## config.mk

```make
export PLATFORM = sky130hd
export DESIGN_NAME = fifo_wr_arbiter_flat
export DESIGN_NICKNAME = d
export VERILOG_FILES = /design/src/rtl/fifo_wr_arbiter_if.sv /design/src/rtl/fifo_wr_arbiter.sv /design/src/flat_wrapper.sv
export SDC_FILE = /design/constraint.sdc
export NUM_CORES = 1
export LEC_CHECK = 0
export BUFFER_PORTS_ARGS = -buffer_cell sky130_fd_sc_hd__buf_2
export CAP_MARGIN = 20
export CELL_PAD_IN_SITES_DETAIL_PLACEMENT = 1
export CELL_PAD_IN_SITES_GLOBAL_PLACEMENT = 1
export CORE_ASPECT_RATIO = 1.75
export CORE_MARGIN = 1.5
export CORE_UTILIZATION = 29
export CTS_CLUSTER_DIAMETER = 60
export CTS_CLUSTER_SIZE = 8
export DETAILED_ROUTE_END_ITERATION = 8
export PLACE_DENSITY_LB_ADDON = 0.1
export RECOVER_POWER = 100
export REMOVE_ABC_BUFFERS = 1
export SLEW_MARGIN = 25
export SYNTH_ARGS = -nofsm -noshare
export SYNTH_HDL_FRONTEND = slang
export SYNTH_SLANG_ARGS = --single-unit
```

## constraint.sdc

```tcl
create_clock -name clk -period 3.1 [get_ports clk]
set_input_delay 0.62 -clock clk [delete_from_list [all_inputs] [get_ports clk]]
set_output_delay 0.62 -clock clk [all_outputs]
set_load 0.01 [all_outputs]
```

## src/rtl/fifo_wr_arbiter_if.sv

```systemverilog
`default_nettype none
// ============================================================================
// Module   : fifo_wr_arbiter_if
// Brief    : Producer/FIFO write-port bundle shared by the arbiter and its peers.
//            fifo_wdata width grows by ID_WIDTH when FIFO_ARB_TAG_EN is defined.
// Revision : 1.0 - initial release
// ============================================================================
interface fifo_wr_arbiter_if #(
    parameter int NUM_REQ    = 4,
    parameter int DATA_WIDTH = 8,
    parameter int ID_WIDTH   = $clog2(NUM_REQ)
);
`ifdef FIFO_ARB_TAG_EN
    localparam int FW = DATA_WIDTH + ID_WIDTH;
`else
    localparam int FW = DATA_WIDTH;
`endif

    logic [NUM_REQ-1:0]            req;
    logic [NUM_REQ*DATA_WIDTH-1:0] req_data;
    logic [NUM_REQ-1:0]            gnt;
    logic                          fifo_full;
    logic                          fifo_wr_en;
    logic [FW-1:0]                 fifo_wdata;
    logic [ID_WIDTH-1:0]           owner;
    logic                          locked;

    // Arbiter side
    modport master (
        input  req, req_data, fifo_full,
        output gnt, fifo_wr_en, fifo_wdata, owner, locked
    );

    // Producers / FIFO side
    modport slave (
        output req, req_data, fifo_full,
        input  gnt, fifo_wr_en, fifo_wdata, owner, locked
    );
endinterface
`default_nettype wire

```

## src/rtl/fifo_wr_arbiter.sv

```systemverilog
`default_nettype none
// ============================================================================
// Module   : fifo_wr_arbiter
// Brief    : Round-robin, burst-locking arbiter for a single FIFO write port.
//            Define FIFO_ARB_TAG_EN to prefix each word with its source index.
// Revision : 1.0 - initial release
// ============================================================================
module fifo_wr_arbiter #(
    parameter int NUM_REQ    = 4,
    parameter int DATA_WIDTH = 8,
    parameter int MAX_BURST  = 4,
    parameter int ID_WIDTH   = $clog2(NUM_REQ)
) (
    input  wire logic          clk,
    input  wire logic          rst,
    fifo_wr_arbiter_if.master  bus
);
    localparam int                  c_cnt_w   = $clog2(MAX_BURST + 1);
    localparam logic [c_cnt_w-1:0]  c_max_cnt = c_cnt_w'(MAX_BURST);
    localparam logic [c_cnt_w-1:0]  c_one_cnt = c_cnt_w'(1);
    localparam logic [ID_WIDTH-1:0] c_last_id = ID_WIDTH'(NUM_REQ - 1);

    typedef enum logic [0:0] {
        ST_IDLE = 1'b0,
        ST_LOCK = 1'b1
    } state_t;

    state_t              state_q, state_d;
    logic [ID_WIDTH-1:0] rr_last_q, rr_last_d;
    logic [ID_WIDTH-1:0] owner_q, owner_d;
    logic [c_cnt_w-1:0]  cnt_q, cnt_d;

    logic [NUM_REQ-1:0]    w_gnt;
    logic [ID_WIDTH-1:0]   w_sel;
    logic [ID_WIDTH-1:0]   w_pick;
    logic [ID_WIDTH-1:0]   w_idx;
    logic                  w_found;
    logic [DATA_WIDTH-1:0] w_word;

    always_comb begin
        state_d   = state_q;
        rr_last_d = rr_last_q;
        owner_d   = owner_q;
        cnt_d     = cnt_q;
        w_gnt     = '0;
        w_sel     = owner_q;
        w_pick    = rr_last_q;
        w_idx     = '0;
        w_found   = 1'b0;

        // First requester strictly after the last winner, wrapping around
        for (int k = 0; k < NUM_REQ; k++) begin
            w_idx = ID_WIDTH'((int'(rr_last_q) + 1 + k) % NUM_REQ);
            if (!w_found && bus.req[w_idx]) begin
                w_found = 1'b1;
                w_pick  = w_idx;
            end
        end

        if (!rst) begin
            case (state_q)
                ST_IDLE: begin
                    if (w_found && !bus.fifo_full) begin
                        w_gnt[w_pick] = 1'b1;
                        w_sel         = w_pick;
                        owner_d       = w_pick;
                        rr_last_d     = w_pick;
                        cnt_d         = c_one_cnt;
                        state_d       = (MAX_BURST > 1) ? ST_LOCK : ST_IDLE;
                    end
                end
                ST_LOCK: begin
                    // Burst end or owner withdrawal costs one bubble cycle
                    if (!bus.req[owner_q] || (cnt_q == c_max_cnt)) begin
                        state_d = ST_IDLE;
                        cnt_d   = '0;
                    end else if (!bus.fifo_full) begin
                        w_gnt[owner_q] = 1'b1;
                        cnt_d          = cnt_q + 1'b1;
                    end
                end
                default: state_d = ST_IDLE;
            endcase
        end
    end

    always_ff @(posedge clk) begin
        if (rst) begin
            state_q   <= ST_IDLE;
            rr_last_q <= c_last_id;
            owner_q   <= '0;
            cnt_q     <= '0;
        end else begin
            state_q   <= state_d;
            rr_last_q <= rr_last_d;
            owner_q   <= owner_d;
            cnt_q     <= cnt_d;
        end
    end

    assign w_word = (|w_gnt) ? bus.req_data[int'(w_sel)*DATA_WIDTH +: DATA_WIDTH] : '0;

    assign bus.gnt        = w_gnt;
    assign bus.fifo_wr_en = |w_gnt;
`ifdef FIFO_ARB_TAG_EN
    assign bus.fifo_wdata = (|w_gnt) ? {w_sel, w_word} : '0;
`else
    assign bus.fifo_wdata = w_word;
`endif
    assign bus.owner      = owner_q;
    assign bus.locked     = (state_q == ST_LOCK);
endmodule
`default_nettype wire
```

## src/flat_wrapper.sv

```systemverilog
// flat-port wrapper written by rule: the top's interface ports become plain ports
module fifo_wr_arbiter_flat 
#(
    parameter int NUM_REQ    = 4,
    parameter int DATA_WIDTH = 8,
    parameter int MAX_BURST  = 4,
    parameter int ID_WIDTH   = $clog2(NUM_REQ)
)
  (clk, rst, bus_req, bus_req_data, bus_fifo_full, bus_gnt, bus_fifo_wr_en, bus_fifo_wdata, bus_owner, bus_locked);
  fifo_wr_arbiter_if #(.NUM_REQ(NUM_REQ), .DATA_WIDTH(DATA_WIDTH), .ID_WIDTH(ID_WIDTH)) bus_i ();
  input  wire logic clk;
  input  wire logic rst;
  input wire logic [$bits(bus_i.req)-1:0] bus_req;
  input wire logic [$bits(bus_i.req_data)-1:0] bus_req_data;
  input wire logic [$bits(bus_i.fifo_full)-1:0] bus_fifo_full;
  output wire logic [$bits(bus_i.gnt)-1:0] bus_gnt;
  output wire logic [$bits(bus_i.fifo_wr_en)-1:0] bus_fifo_wr_en;
  output wire logic [$bits(bus_i.fifo_wdata)-1:0] bus_fifo_wdata;
  output wire logic [$bits(bus_i.owner)-1:0] bus_owner;
  output wire logic [$bits(bus_i.locked)-1:0] bus_locked;
  assign bus_i.req = bus_req;
  assign bus_i.req_data = bus_req_data;
  assign bus_i.fifo_full = bus_fifo_full;
  assign bus_gnt = bus_i.gnt;
  assign bus_fifo_wr_en = bus_i.fifo_wr_en;
  assign bus_fifo_wdata = bus_i.fifo_wdata;
  assign bus_owner = bus_i.owner;
  assign bus_locked = bus_i.locked;
  fifo_wr_arbiter #(.NUM_REQ(NUM_REQ), .DATA_WIDTH(DATA_WIDTH), .MAX_BURST(MAX_BURST), .ID_WIDTH(ID_WIDTH)) u_core (.clk(clk), .rst(rst), .bus(bus_i));
endmodule
```

==> metrics.yaml, run 1 <==
status:
  run_status: "finished, final reports clean"
cts:
  latest_clock_arrival_within_the_worst_skew_pair_ns: 0.23
  root_buffer: "clkbuf_8"
  cts_max_path_buffers: 2
  cts_hold_buffers: 0
  cts-htree-levels: 1
  tritoncts.num_buffers: 3
  clk_pin_slew_ns: 0.04
  clock_tree_from_tritoncts: "built"
  clock-sinks: 8
power:
  power.net_switching_mw: 0.156
  power_density_nw_per_um2: 341
  ir_worst_vdd_v: 0.000281
  cell_internal_pwr_mw: 0.299
  seqPwrFrac_pct: 27.0
  sw_frac_of_total_pct: 34.2
  power.share.combinational_pct: 45.9
  power.leakage_nw: 0.643
  share_clk_of_total_power_pct: 27.1
floorplanning:
  row_count: 27
  dieArea_um2: 3580
  die_width_um: 45.9
  io_pins: 55
  die_y_um: 78
  floorplan.core_area_um2: 3110
  floorplan.initialDensity_pct: 30.0
hold_path:
  hp-class: "flop to flop"
final_layout:
  antenna_cells_inserted: 0
  area_delta_synth_final_pct: 43.1
  finish.instance_area_um2: 1330
  post_route_cells_drive_above_1_share_pct: 41.8
  finish.net_count: 220
  utilization_pct: 42.9
grt:
  track_usage_pct: 16.6
  gr-usage-met1_pct: 17.1
  gr-usage-met2_pct: 30.4
  overflow: 0
  grt_most_used_layer: "met2"
  grt_max_degree: 17
  grt_pass1_wl_um: 4550
  grt_antenna_before_repair: 0
  globalRouteMet3Util_pct: 2.79
  vias_in_the_first_global_route: 1059
sta:
  final-hold-violation-count: 0
  timing.clock.skew_ns: 0.00428
  maxSlewHeadroom_pct: 51.3
  post-route-min-period_ns: 2.98
  hold_slack_ns: 0.542
  fmax_ghz: 0.336
  postLayoutSetupSlackWorst_ns: 0.122
  finalCritPeriodShare_pct: 96.1
  report.final.setup_viol: 0
  rsz0062_at_grt: "false"
  setup_tns_ns: 0
  worst-slew-pin-transition_ns: 0.725
  report.final.slew_viol_count: 0
placed_design:
  gp_congestion: 0.749
  setup_slack_at_placement_ns: 0.0534
  post-dp-hpwl_um: 2440
  placement.cell_area_um2: 1300
  port-buffer-count: 54
synthesis:
  post_synth.cell_area_avg_um2: 8.11
  ys_warn_count: 0
  synthFlopType: "dfxtp_1"
  synth_area_leaders: "dfxtp_1 17%, mux2i_1 9.7%, mux2_2 9.7%, a21oi_1 6.4%, nor2_1 4.8%"
  netlist_instances: 115
  async_reset_ff_share_pct: 0
  synth.largest_area_cell: "dfxtp_1"
  ys_ff_latch: 8
  synth_top_cells_by_count: "12 x a21oi_1, 12 x nor2_1, 9 x mux2i_1"
  post_synth_instance_area_um2: 932
  ys_seq_area_share_pct: 17.2
  synth_edf_count: 0
  synth_top_cell_area_share_pct: 17.2
  netlist-cell-type-count: 41
drt:
  wl_per_cell_um: 13.1
  routed_via_density: 4.98
  firstDrtPassIters: 4
  routed-via-count: 1095
  drtIter0Drc: 5
  antenna_violating_nets_post_route: 0
  number_of_design_rule_violations_left_after_detail_routing: 0
  totalWireLength_um: 2890
setup_path:
  crit_required_ns: 2.48
  path_class: "input port to primary output"
  critical_path_arrival_ns: 2.36
  critical_path.endpoint_type: "primary output"
  worst_setup_sp_type: "input port"
  critical_path.max_fanout: 14
run:
  maxCapViolCount: 0
## worst paths after layout
check / from / slack (ns) / end / cells past startpoint
min: u_core.cnt_q[2] / 0.54 / u_core.cnt_q[2] / 2
max: bus_req[1] / 0.12 / bus_fifo_wdata[5] / 10
min reg2reg: u_core.cnt_q[2] / 0.54 / u_core.cnt_q[2] / 2
max reg2reg: u_core.bus.locked / 1.45 / u_core.rr_last_q[0] / 5
## kinds of logic (layout without fill, tap and decap cells)
logic type	count (synthesis)	count (layout)	synth area share (%)
buffers and inverters	9	71	6.31
multiplexers	19	19	22.6
AND/OR/NAND/NOR	40	40	22.7
XOR/XNOR	1	1	0.940
AO/OA/AOI/OAI	36	36	27.7
flip-flops	8	8	17.2
adder cells (fa/ha/maj)	2	2	2.68
## stage by stage
stage               power (mW)  std cells
detailed placement       0.338        217
CTS                      0.464        220
global placement         0.332        217
global route             0.489        220
finish                   0.455        220
floorplan                0.245        110
## timing repair
action / 4_1_cts / 5_1_grt
setup endpoints to repair: 0 / 6
resized for setup: 0 / 3
setup buffers: 0 / 0
## critical path, stage by stage
cell and delay [ns]:
buf_2 0.12, buf_4 0.15, o21a_1 0.18, o21ai_1 0.32, a31oi_4 0.15, buf_12 0.18, mux2_4 0.29, o21ai_0 0.15
a21oi_1 0.05, buf_2 0.14
## routing by layer
layer / routed length, µm / vias up
met1: 1080 / 496
met3: 213 / 5
met5: 0 / -
li1: - / 552
met4: 51 / 0
met2: 1540 / 42
## registers in the layout (all words and copies together) (netlist names)
register	count
u_core.cnt_q	3
u_core.bus.owner	2
u_core.rr_last_q	2
u_core.bus.locked	1
## power by group through the flow
stage | Clock, mW | Sequential [mW] | Combinational [mW]
6_report | 0.123 | 0.123 | 0.209
5_1_grt | 0.133 | 0.125 | 0.231
4_1_cts | 0.127 | 0.123 | 0.214
3_5_place_dp | 0 | 0.125 | 0.213
3_3_place_gp | 0 | 0.124 | 0.209
2_1_floorplan | 0 | 0.125 | 0.119
## layout by cell type (no fill, tap or decap), types with 2 or more instances in the layout
cell type / synthesis / layout
ha_1: 2 / 2
nand2_1: 7 / 7
o21ai_1: 3 / 4
clkbuf_2: 0 / 3
inv_1: 4 / 4
nor3b_1: 2 / 2
o21ai_0: 7 / 6
o32a_1: 2 / 2
mux2_4: 2 / 2
nor2b_1: 3 / 3
nand2b_1: 2 / 2
buf_2: 1 / 44
nor2_1: 12 / 12
mux2i_1: 9 / 9
mux2_2: 8 / 8
a21oi_1: 12 / 12
nor3_1: 4 / 4
buf_4: 0 / 7
o21a_1: 2 / 2
a22oi_1: 2 / 2
clkbuf_1: 2 / 9
dfxtp_1: 8 / 8
clkbuf_8: 0 / 3
## cell type report
class	count	area, µm²
Clock buffer	3	41.3
Fill cell	417	1770
Inverter	4	15.0
Multi-Input combinational cell	98	722
Sequential cell	8	160
Tap cell	43	53.8
Timing Repair Buffer	64	342
No activity file was read; power rests on OpenSTA's default activity.
==> inputs of run 2 (changes only) <==
- CELL_PAD_IN_SITES_DETAIL_PLACEMENT: 1 -> 0
==> run 2 against run 1 <==
Hold slack worse by 0.014 ns. Sequential power hardly changed. Global-route usage is 1.1 points lower. Sequential share of layout area hardly changed. Combinational power is 2% lower. First-iteration DRC count is 100% higher. Critical path type unchanged.
==> metrics.yaml, run 2 (synthesized netlist as in run 1, its figures left out) <==
placed_design:
  gp_congestion: 0.749  # unchanged
  setup_slack_at_placement_ns: 0.0440  # -0.00934 ns
  dp.cells: 217  # unchanged
  port-buffer-count: 54  # unchanged
  post-dp-hpwl_um: 2200  # -9.7%
grt:
  grt_pass1_wl_um: 4230  # -7.0%
  grt_max_degree: 17  # unchanged
  grt_antenna_before_repair: 0  # unchanged
  vias_in_the_first_global_route: 985  # -7.0%
  track_usage_pct: 15.5  # -1.1 points
  overflow: 0  # unchanged
drt:
  wl_per_cell_um: 12.0  # -8.4%
  antenna_violating_nets_post_route: 0  # unchanged
  routed-via-count: 1086  # -0.82%
  routed_via_density: 4.94  # -0.82%
  number_of_design_rule_violations_left_after_detail_routing: 0  # unchanged
  drtIter0Drc: 10  # +5
  firstDrtPassIters: 4  # unchanged
  totalWireLength_um: 2640  # -8.4%
setup_path:
  critical_path.max_fanout: 14  # unchanged
  crit_path_top_delay_cell: "o21ai_1"
  rr_startpoint: "u_core.bus.locked"
  critical_path.cell_chain: "buf_2, buf_4, o21a_1, o21ai_1, a31oi_4, buf_12, mux2_2, o211a_1, clkbuf_1"
  critical_path.endpoint_type: "primary output"
  startpoint: "bus_req[1]"
  critical_path_arrival_ns: 2.34  # -0.02 ns
  critical-path-max-stage-delay_ns: 0.32  # about the same
  path_class: "input port to primary output"
  crit_required_ns: 2.48  # about the same
  worst_setup_sp_type: "input port"
cts:
  tritoncts.num_buffers: 3  # unchanged
  root_buffer: "clkbuf_8"
  cts_hold_buffers: 0  # unchanged
  latest_clock_arrival_within_the_worst_skew_pair_ns: 0.23  # about the same
  post_cts_buffers: 0  # unchanged
  cts-htree-levels: 1  # unchanged
  clock_tree_from_tritoncts: "built"
  clock-sinks: 8  # unchanged
  cts.repair.resized: 0  # unchanged
  clk_pin_slew_ns: 0.04  # about the same
  cts_max_path_buffers: 2  # unchanged
sta:
  report.final.slew_viol_count: 0  # unchanged
  timing.clock.skew_ns: 0.00419  # -0.0000934 ns
  maxSlewHeadroom_pct: 52.0  # +0.72 points
  final-hold-violation-count: 0  # unchanged
  fmax_ghz: 0.338  # +0.77%
  post-route-min-period_ns: 2.96  # -0.0228 ns
  finalCritPeriodShare_pct: 95.3  # -0.74 points
  worst-slew-pin-transition_ns: 0.714  # -0.0107 ns
  report.final.setup_viol: 0  # unchanged
  setup_tns_ns: 0  # unchanged
  postLayoutSetupSlackWorst_ns: 0.145  # +0.0228 ns
  rsz0062_at_grt: "false"
final_layout:
  regArea_um2: 160  # unchanged
  n_fill_cell: 354  # -15%
  finish.net_count: 220  # unchanged
  area_delta_synth_final_pct: 42.8
  largest_reg_flops: 3  # unchanged
  layout_common_cells: "43 x buf_2, 12 x a21oi_1, 12 x nor2_1"
  post_route_cells_drive_above_1_share_pct: 40.1  # -1.7 points
  final-instance-count-excl-fill: 220  # unchanged
  area_used_by_multi_input_combinational_logic_um2: 722  # unchanged
  most_common_library_cell_in_the_layout_ignoring_fill_and_taps: "buf_2"
  max_flop_register: "u_core.cnt_q"
  antenna_cells_inserted: 0  # unchanged
run:
  maxCapViolCount: 0  # unchanged
power:
  ir_worst_vdd_v: 0.000248  # -12%
  power.leakage_nw: 0.636  # -1.1%
  final_total_pwr_mw: 0.449  # -1.3%
  power_density_nw_per_um2: 337  # -1.1%
floorplanning:
  die_y_um: 78  # unchanged
  die_width_um: 45.9  # unchanged
  dieArea_um2: 3580  # unchanged
  io_pins: 55  # unchanged
  row_count: 27  # unchanged
  floorplan.core_area_um2: 3110  # unchanged
  floorplan.initialDensity_pct: 30.0  # unchanged
status:
  run_status: "finished, final reports clean"
hold_path:
  hp-class: "flop to flop"
  worst_hold_startpoint: "u_core.cnt_q[1]"
==> run 2: cell count changes in the layout (fill, tap and decap cells not counted) <==
cell and change:
clkbuf_2 -1, mux2_1 +1, clkbuf_1 +2, buf_2 -1, mux2_2 -1
==> run 2: cell type report <==
class,instances,share of cell area [%]
Clock buffer,3,3.10
Inverter,4,1.13
Multi-Input combinational cell,98,54.2
Sequential cell,8,12.0
Tap cell,43,4.04
Timing Repair Buffer,64,25.5
==> run 2: path summary, 6_finish.rpt <==
| check | slack, ns | depth (start not counted) | end |
|---|---|---|---|
| worst max-delay path | 0.14 | 9 | bus_fifo_wdata[6] |
| worst min-delay path | 0.53 | 2 | u_core.cnt_q[1] |
| worst max register to register | 1.47 | 5 | u_core.rr_last_q[0] |
| worst min register to register | 0.53 | 2 | u_core.cnt_q[1] |
==> run 2: through the flow <==
stage	hold slack, ns	util [%]	cell area (µm²)
6_report	0.528	42.8	1330
5_1_grt	0.563	42.8	1330
3_5_place_dp	0.530	41.8	1300
3_3_place_gp	0.502	41.8	1300
4_1_cts	0.542	43.2	1340
2_1_floorplan	0.479	-	888
==> run 2: per-layer routing <==
layer	vias to the layer above	global-route usage, %	share of wire [%]
li1	555	-	-
met1	480	15.7	37
met2	46	28.9	54
met3	5	2.33	7.1
met4	0	6.00	1.7
met5	-	0	0
==> run 2: worst max-delay path, delay by kind of cell <==
family | cells | cell delay [ns]
compound gates | 4 | 0.87
buf+inv | 4 | 0.57
mux | 1 | 0.27
==> run 2: power by group <==
part           switching (mW)  internal (mW)  total [mW]
logic                   0.103          0.102       0.205
registers              0.0109          0.112       0.123
clock network          0.0370         0.0838       0.121
==> inputs of run 3 (changes only) <==
==> constraint.sdc (replaced) <==
create_clock -name clk -period 3.1 [get_ports clk]
set_input_delay 0.155 -clock clk [delete_from_list [all_inputs] [get_ports clk]]
set_output_delay 0.155 -clock clk [all_outputs]
set_load 0.01 [all_outputs]
==> run 3 against run 2 <==
Critical path depth down 3. Largest cell class unchanged. Clock power up 5%. Global-route usage decreased by 1.1 points. Highest routed layer unchanged. Largest power group unchanged. Clock skew grew 0.0051 ns. First-iteration DRC count rose by 40%. Non-clock buffer count fell by 8.
==> metrics.yaml, run 3 (synthesized netlist as in run 1, its figures left out) <==
placed_design:
  gp_congestion: 0.733  # -2.2%
  port-buffer-count: 54  # unchanged
  placement.cell_area_um2: 1230  # -5.6%
  post-dp-hpwl_um: 2100  # -4.9%
grt:
  grt_max_degree: 17  # unchanged
  grt_antenna_before_repair: 0  # unchanged
  vias_in_the_first_global_route: 911  # -7.5%
  grt_pass1_wl_um: 4010  # -5.2%
  track_usage_pct: 14.4  # -1.1 points
  overflow: 0  # unchanged
final_layout:
  n_fill_cell: 353  # -0.28%
  regArea_um2: 160  # unchanged
  area_delta_synth_final_pct: 33.7
  finish.net_count: 212  # -3.6%
  finish.instance_area_um2: 1250  # -6.4%
  largest_reg_flops: 3  # unchanged
  most_common_library_cell_in_the_layout_ignoring_fill_and_taps: "buf_2"
  max_flop_register: "u_core.cnt_q"
  area_used_by_multi_input_combinational_logic_um2: 708  # -1.9%
  post_route_cells_drive_above_1_share_pct: 36.1  # -4.0 points
  layout_common_cells: "43 x buf_2, 12 x a21oi_1, 12 x nor2_1, 12 x clkbuf_1, 9 x mux2i_1"
  antenna_cells_inserted: 0  # unchanged
cts:
  clock-sinks: 8  # unchanged
  clk_pin_slew_ns: 0.04  # about the same
  clock_tree_from_tritoncts: "built"
  root_buffer: "clkbuf_8"
  cts_hold_buffers: 0  # unchanged
  latest_clock_arrival_within_the_worst_skew_pair_ns: 0.23  # about the same
  cts_max_path_buffers: 2  # unchanged
  cts.repair.resized: 0  # unchanged
  cts-htree-levels: 1  # unchanged
  tritoncts.num_buffers: 3  # unchanged
  post_cts_buffers: 0  # unchanged
setup_path:
  critical_path.max_fanout: 14  # unchanged
  path_class: "flop to primary output"
  worst_setup_sp_type: "flop"
  critical_path.endpoint_type: "primary output"
  critical_path_arrival_ns: 2.46  # +0.12 ns
  crit_required_ns: 2.94  # +0.46 ns
power:
  sw_frac_of_total_pct: 34.9  # +1.3 points
  power.net_switching_mw: 0.152  # +0.47%
  power.share.combinational_pct: 42.0  # -3.8 points
  power.leakage_nw: 0.585  # -8.0%
  cell_internal_pwr_mw: 0.282  # -5.2%
  seqPwrFrac_pct: 28.8  # +1.5 points
  power_density_nw_per_um2: 348  # +3.3%
  share_clk_of_total_power_pct: 29.3  # +2.4 points
  ir_worst_vdd_v: 0.000377  # +52%
hold_path:
  hp-class: "input port to flop"
sta:
  timing.clock.skew_ns: 0.00927  # +0.00508 ns
  final-hold-violation-count: 0  # unchanged
  report.final.setup_viol: 0  # unchanged
  finalCritPeriodShare_pct: 84.4  # -11 points
  post-route-min-period_ns: 2.62  # -0.338 ns
  setup_tns_ns: 0  # unchanged
  rsz0062_at_grt: "false"
  fmax_ghz: 0.382  # +13%
  maxSlewHeadroom_pct: 49.3  # -2.7 points
  worst-slew-pin-transition_ns: 0.754  # +0.0396 ns
  report.final.slew_viol_count: 0  # unchanged
floorplanning:
  row_count: 27  # unchanged
  dieArea_um2: 3580  # unchanged
  die_y_um: 78  # unchanged
  die_width_um: 45.9  # unchanged
  io_pins: 55  # unchanged
  floorplan.core_area_um2: 3110  # unchanged
  floorplan.initialDensity_pct: 30.0  # unchanged
drt:
  firstDrtPassIters: 4  # unchanged
  wl_per_cell_um: 12.2  # +1.7%
  routed-via-count: 1023  # -5.8%
  drtIter0Drc: 14  # +4
  routed_via_density: 4.83  # -2.2%
  totalWireLength_um: 2590  # -2.0%
  antenna_violating_nets_post_route: 0  # unchanged
  number_of_design_rule_violations_left_after_detail_routing: 0  # unchanged
status:
  run_status: "finished, final reports clean"
run:
  maxCapViolCount: 0  # unchanged
run 3: cell types whose count changed in the layout (fill, tap and decap cells not counted), sizes merged:
cell / previous run / this run
buf: 51 / 44
clkbuf: 16 / 15
run 3: worst paths after layout:
path	slack, ns	startpoint	cells past startpoint	end
max reg2reg	1.23	u_core.bus.locked	3	u_core.rr_last_q[0]
min reg2reg	0.51	u_core.cnt_q[2]	2	u_core.cnt_q[2]
max	0.48	u_core.bus.locked	6	bus_fifo_wdata[6]
min	0.27	rst	2	u_core.bus.locked
run 3: critical path: stages (launching register included):
cell	delay, ns
dfxtp_1	0.40
or3_1	0.42
o21a_1	0.21
a31oi_4	0.47
mux2_2	0.40
o211a_1	0.21
clkbuf_1	0.12
run 3: power by group through the flow:
stage                     logic (mW)  registers, mW  clock network [mW]
after detailed placement       0.190          0.126                   0
after floorplan                0.119          0.125                   0
final                          0.182          0.125               0.127
after global routing           0.203          0.127               0.137
after global placement         0.188          0.126                   0
after CTS                      0.191          0.125               0.129
run 3: final cells by class:
class,count,share of cell area (%)
multi-input combinational,98,56.8
timing repair buffer,56,21.5
sequential,8,12.9
tap,43,4.32
clock buffer,3,3.31
inverter,4,1.20
run 3: metal layers:
metal	up-vias	share of wire, %	global-route usage, %
met5	-	0	0
met4	0	1.5	6.00
met3	4	7.2	1.63
met2	43	51	26.0
met1	442	40	15.6
li1	534	-	-
run 3: stage by stage:
stage	total power [mW]	cells	setup slack, ns	util [%]	hold WS [ns]
floorplan	0.245	110	0.849	-	0.227
global placement	0.314	209	0.751	39.5	0.497
detailed placement	0.316	209	0.704	39.5	0.502
CTS	0.445	212	0.446	40.8	0.270
global route	0.466	212	0.347	40.1	0.273
finish	0.434	212	0.483	40.1	0.269
